`config.mk`:
```
export PLATFORM = sky130hd
export DESIGN_NAME = lns_encoder
export DESIGN_NICKNAME = d
export VERILOG_FILES = /design/src/rtl/lns_encoder.sv
export SDC_FILE = /design/constraint.sdc
export NUM_CORES = 1
export LEC_CHECK = 0
export ABC_AREA = 1
export CORE_MARGIN = 4
export CORE_UTILIZATION = 45
export DETAILED_ROUTE_END_ITERATION = 12
export GPL_ROUTABILITY_DRIVEN = 0
export MAX_ROUTING_LAYER = met4
export SYNTH_ARGS = -nofsm -noshare
export SYNTH_HDL_FRONTEND = slang
export SYNTH_SLANG_ARGS = --single-unit
```
`constraint.sdc`:
```
create_clock -name clk -period 15.76 [get_ports clk]
set_input_delay 1.576 -clock clk [delete_from_list [all_inputs] [get_ports clk]]
set_output_delay 1.576 -clock clk [all_outputs]
set_load 0.005 [all_outputs]
```
`src/rtl/lns_encoder.sv`:
```
// lns_encoder
// Sequential linear-to-log2 converter feeding the LNS add/sub datapath.
// A signed sample X is accepted, its magnitude taken, and log2(|X|*2^-IN_FRAC)
// produced as a signed fixed-point Z (LOG_WIDTH bits, FRAC_BITS fractional)
// with a separate sign Sz. The integer part comes from a leading-one search and
// the fraction from iterative squaring of the normalised mantissa, one bit per
// cycle, MSB first.
//
// Optional build macro: LNS_ENC_ROUND_EN -- compute one extra guard bit and
// round half-up (one extra cycle of latency). Undefined: pure truncation.
//
// Ports:
//   clk        in   clock, rising edge
//   rst        in   asynchronous active-high reset
//   in_valid   in   X valid
//   in_ready   out  encoder idle, accepts X
//   X          in   IN_WIDTH  linear sample, two's complement
//   out_valid  out  result valid
//   out_ready  in   downstream accepts result
//   Z          out  LOG_WIDTH log2 magnitude, signed fixed point
//   Sz         out  sign of X (1 = negative)
//   zero       out  X was zero; Z holds the LNS zero code (most negative)
//
// state | meaning
// IDLE  | waiting for a sample, in_ready high
// NORM  | leading-one search, mantissa normalisation, zero detect
// ITER  | one fractional bit per cycle by squaring the mantissa
// DONE  | result presented, held until out_ready

module lns_encoder #(
  parameter int IN_WIDTH  = 16,
  parameter int IN_FRAC   = 0,
  parameter int LOG_WIDTH = 22,
  parameter int FRAC_BITS = 16
) (
  input  logic                 clk,
  input  logic                 rst,
  input  logic                 in_valid,
  output logic                 in_ready,
  input  logic [IN_WIDTH-1:0]  X,
  output logic                 out_valid,
  input  logic                 out_ready,
  output logic [LOG_WIDTH-1:0] Z,
  output logic                 Sz,
  output logic                 zero
);

  localparam int INT_BITS = LOG_WIDTH - FRAC_BITS;
  localparam int MW       = FRAC_BITS + 2;          // mantissa Q1.(FRAC_BITS+1)
  localparam int PW       = $clog2(IN_WIDTH);
`ifdef LNS_ENC_ROUND_EN
  localparam int NBITS    = FRAC_BITS + 1;          // fraction plus guard bit
`else
  localparam int NBITS    = FRAC_BITS;
`endif
  localparam int CW       = $clog2(NBITS + 1);

  typedef enum logic [1:0] {IDLE, NORM, ITER, DONE} state_t;

  state_t               state_q, state_d;
  logic [IN_WIDTH-1:0]  mag_q;
  logic [MW-1:0]        m_q;
  logic [INT_BITS-1:0]  int_q;
  logic [NBITS-1:0]     frac_q;
  logic [CW-1:0]        cnt_q;
  logic [LOG_WIDTH-1:0] z_q;
  logic                 sz_q;
  logic                 zero_q;

  logic [PW-1:0]        lead;
  logic [IN_WIDTH-1:0]  norm;
  logic [MW-1:0]        m_init;
  logic [INT_BITS-1:0]  int_d;
  logic [2*MW-1:0]      prod;
  logic [MW:0]          m2;
  logic [NBITS-1:0]     frac_next;
  logic [LOG_WIDTH-1:0] z_asm;
  logic                 last_iter;

  // Leading-one search and left-justification of the magnitude.
  always_comb begin
    lead = '0;
    for (int i = 0; i < IN_WIDTH; i++) begin
      if (mag_q[i]) lead = PW'(i);
    end
    norm  = mag_q << (PW'(IN_WIDTH - 1) - lead);
    int_d = INT_BITS'(lead) - INT_BITS'(IN_FRAC);
  end

  // Place the justified magnitude in the mantissa: zero-fill below when the
  // mantissa is wider, drop excess LSBs (truncate) when it is narrower.
  generate
    if (MW >= IN_WIDTH) begin : g_widen
      assign m_init = MW'(norm) << (MW - IN_WIDTH);
    end else begin : g_narrow
      assign m_init = MW'(norm >> (IN_WIDTH - MW));
    end
  endgenerate

  // One squaring step: m*m is Q2.(2*FRAC_BITS+2); keep Q2.(FRAC_BITS+1).
  always_comb begin
    prod      = m_q * m_q;
    m2        = (MW + 1)'(prod >> (FRAC_BITS + 1));
    frac_next = {frac_q[NBITS-2:0], m2[MW]};
    last_iter = (cnt_q == CW'(NBITS - 1));
`ifdef LNS_ENC_ROUND_EN
    // Guard bit adds half an LSB; the carry may ripple into the integer part.
    z_asm     = {int_q, frac_next[NBITS-1:1]} + LOG_WIDTH'(frac_next[0]);
`else
    z_asm     = {int_q, frac_next};
`endif
  end

  always_ff @(posedge clk or posedge rst) begin
    if (rst) state_q <= IDLE;
    else     state_q <= state_d;
  end

  always_comb begin
    state_d = state_q;
    unique case (state_q)
      IDLE:    if (in_valid) state_d = NORM;
      NORM:    state_d = (mag_q == '0) ? DONE : ITER;
      ITER:    if (last_iter) state_d = DONE;
      DONE:    if (out_ready) state_d = IDLE;
      default: state_d = IDLE;
    endcase
  end

  always_ff @(posedge clk or posedge rst) begin
    if (rst) begin
      mag_q  <= '0;
      m_q    <= '0;
      int_q  <= '0;
      frac_q <= '0;
      cnt_q  <= '0;
      z_q    <= '0;
      sz_q   <= 1'b0;
      zero_q <= 1'b0;
    end else begin
      unique case (state_q)
        IDLE: begin
          if (in_valid) begin
            // Magnitude kept unsigned so the most negative input stays exact.
            sz_q   <= X[IN_WIDTH-1];
            mag_q  <= X[IN_WIDTH-1] ? (~X + 1'b1) : X;
            zero_q <= 1'b0;
          end
        end
        NORM: begin
          if (mag_q == '0) begin
            zero_q <= 1'b1;
            sz_q   <= 1'b0;
            z_q    <= {1'b1, {(LOG_WIDTH-1){1'b0}}};
          end else begin
            int_q  <= int_d;
            m_q    <= m_init;
            frac_q <= '0;
            cnt_q  <= '0;
          end
        end
        ITER: begin
          m_q    <= m2[MW] ? m2[MW:1] : m2[MW-1:0];
          frac_q <= frac_next;
          cnt_q  <= cnt_q + CW'(1);
          if (last_iter) z_q <= z_asm;
        end
        default: ;
      endcase
    end
  end

  assign in_ready  = (state_q == IDLE);
  assign out_valid = (state_q == DONE);
  assign Z         = z_q;
  assign Sz        = sz_q;
  assign zero      = zero_q;

endmodule

```
==> results.sh <==
export IMPL_run_status="completed"
export IMPL_antenna_cells=0
export IMPL_grt_max_degree=84
export IMPL_crit_path_start_kind="flop"
export IMPL_grt_use_total=0.208
export IMPL_cts_sinks=83
export IMPL_first_pass_iters=7
export IMPL_final_layout_size_suffix_gt1_frac=0.0479
export IMPL_synth_edf_count=0
export IMPL_final_antenna_net_count=0
export IMPL_fin_crit_ps=6700
export IMPL_via_count=11000
export IMPL_cts_resized=0
export IMPL_yosys_warnings=0
export IMPL_synth_largest_area_cell="fa_1"
export IMPL_drc=0
export IMPL_netlist_top_cells_area="fa_1, dfrtp_1, inv_1"
export IMPL_cts_hold_buf=0
export IMPL_nNetsFinal=2147
export IMPL_synthToLayoutAreaGrowth_pct=7.01
export IMPL_cp_data_arrival_time_ps=6930
export IMPL_hold_ws_ps=481
export IMPL_yosys_top_cells_count="inv_1, nand2_1, fa_1"
export IMPL_cts_buffer_depth=2
export IMPL_period_share=0.425
export IMPL_root_buffer="clkbuf_16"
export IMPL_synth_fp_nets=2148
export IMPL_syn_cell_area_um2=14100
export IMPL_drtIter0Drc=703
export IMPL_critPathKind="flop to flop"
export IMPL_crit_fanout=19
export IMPL_synth_cells=1793
export IMPL_setup_viol=0
export IMPL_routedWlPerCell_um=14.8
export IMPL_finalHoldViolCount=0
export IMPL_ys_types=51
export IMPL_die_y_um=185
export IMPL_slew_violations=0
export IMPL_synth_top_area_frac=0.306
export IMPL_ys_seq_elements=83
export IMPL_rsz0062_at_grt="no"
export IMPL_yosysMostFrequentCell="inv_1"
export IMPL_io_pins=46
export IMPL_ys_async_sr_fraction=1.00
export IMPL_tritoncts="built"
export IMPL_synth_flop_cell="dfrtp_1"
export IMPL_max_cap_violations=0
export IMPL_fin_setup_tns_ps=0
export IMPL_clk_pin_slew_ps=60
export IMPL_finClkSkew_ps=6.08
export IMPL_routed_wl_um=32400
export IMPL_n_fill_cell=3024
export IMPL_max_freq_mhz=149
export IMPL_cts_made_buffers=9
export IMPL_ys_seq_area_frac=0.148
export IMPL_crit_required_ps=16000
export IMPL_fp_row_count=64
export IMPL_tightestPinTransition_ps=1070
export IMPL_grt_pass1_vias=11500
export IMPL_overflow=0
export IMPL_hold_path_class="flop to flop"
export IMPL_htreeDepth=3
export IMPL_post_cts_buffers=0
export IMPL_synth_area_per_cell_um2=7.84
export IMPL_core_area_um2=30700
export IMPL_grt_pass1_wl_um=56200
export IMPL_initial_core_util=0.458
export IMPL_dieArea_um2=34100
export IMPL_slew_headroom=0.286
export IMPL_port_buffers=44
export IMPL_hpwlAfterDp_um=25700
export IMPL_die_w_um=185
export IMPL_cp_end_kind="flop"
export IMPL_grt_antenna_before_repair=0
export IMPL_viasPerCell=5.01
export IMPL_insertion_delay_ps=350
[logic make-up after synthesis]
logic type               after synthesis  synth area share
flip-flops                            83             0.148
AO/OA/AOI/OAI                        178            0.0752
buffers and inverters                515             0.143
AND/OR/NAND/NOR                      644             0.197
XOR/XNOR                              37            0.0231
other                                  1          0.000267
adder cells (fa/ha/maj)              335             0.413
[routing by layer]
layer	routed length, µm	vias to the layer above	GRT usage
met3	1240	25	0.0205
met1	15000	5321	0.285
li1	-	5387	-
met4	466	0	0.0370
met5	0	-	-
met2	15700	243	0.344
[worst max-delay path: stages, from the launching register on]
cell,delay (ps)
dfrtp_1,1040
nand2_1,280
fa_1,580
inv_1,50
fa_1,540
inv_1,50
fa_1,480
fa_1,550
inv_1,50
fa_1,480
inv_1,50
fa_1,480
inv_1,40
ha_1,300
nand2_1,130
o21ai_0,290
a21oi_1,120
nand2_2,130
nand4_2,130
nand2_2,130
nand2_2,70
nand2_4,210
nand2_1,90
nand3_1,100
nand3_1,80
nand2_1,60
nand2_1,50
[final timing paths]
check / start / endpoint / slack, ps / depth (start not counted)
max: m_q[9]$_DFFE_PP0P_ / m_q[13]$_DFFE_PP0P_ / 9060 / 26
min reg2reg: Z[15]$_DFFE_PP0P_ / Z[15]$_DFFE_PP0P_ / 480 / 2
max in group asynchronous: rst / Z[14]$_DFFE_PP0P_ / 13180 / 3
min: Z[15]$_DFFE_PP0P_ / Z[15]$_DFFE_PP0P_ / 480 / 2
max reg2reg: m_q[9]$_DFFE_PP0P_ / m_q[13]$_DFFE_PP0P_ / 9060 / 26
min in group asynchronous: rst / Sz$_DFFE_PP0P_ / 1880 / 3
[layout make-up]
type | count | area (µm²) | area share
multi-input combinational | 1195 | 9960 | 0.662
sequential | 83 | 2080 | 0.138
inverter | 449 | 1690 | 0.112
timing repair buffer | 54 | 515 | 0.0343
tap | 396 | 495 | 0.0329
clock buffer | 9 | 225 | 0.0150
clock inverter | 7 | 75.1 | 0.00499
[flip-flops by register name (all words and copies together), names as in the netlist]
signal / count
Sz: 1
frac_q: 15
state_q: 2
m_q: 18
int_q: 4
mag_q: 16
cnt_q: 5
Z: 21
zero: 1
[per-stage QoR]
step | instances | utilization | worst slack [ps] | area, µm²
final | 2193 | 0.490 | 9060 | 15000
after global routing | 2193 | 0.490 | 8660 | 15000
after CTS | 2193 | 0.490 | 9070 | 15000
after detailed placement | 2177 | 0.481 | 9150 | 14700
after global placement | 2177 | 0.481 | 9110 | 14700
after floorplan | 1793 | - | 9830 | 14100
[placed cells by master (no fill, tap or decap), drive strengths merged, types with 2 or more instances in the layout]
| master | count |
|---|---|
| buf | 10 |
| nor2 | 69 |
| inv | 450 |
| nor4 | 2 |
| or2 | 5 |
| xnor2 | 14 |
| clkinvlp | 3 |
| a21o | 3 |
| clkdlybuf4s50 | 44 |
| a31oi | 6 |
| o31ai | 3 |
| ha | 120 |
| nand3b | 3 |
| o21ai | 85 |
| a22o | 2 |
| nand3 | 114 |
| o211ai | 4 |
| a21oi | 62 |
| clkbuf | 9 |
| clkinv | 2 |
| nand4 | 14 |
| o22ai | 4 |
| nor3 | 15 |
| nand2 | 421 |
| o21bai | 2 |
| xor2 | 23 |
| fa | 215 |
| a211oi | 5 |
| dfrtp | 83 |
Power is not shown: default switching activity piles up to over one toggle a cycle in this logic, so the estimate is an artifact.
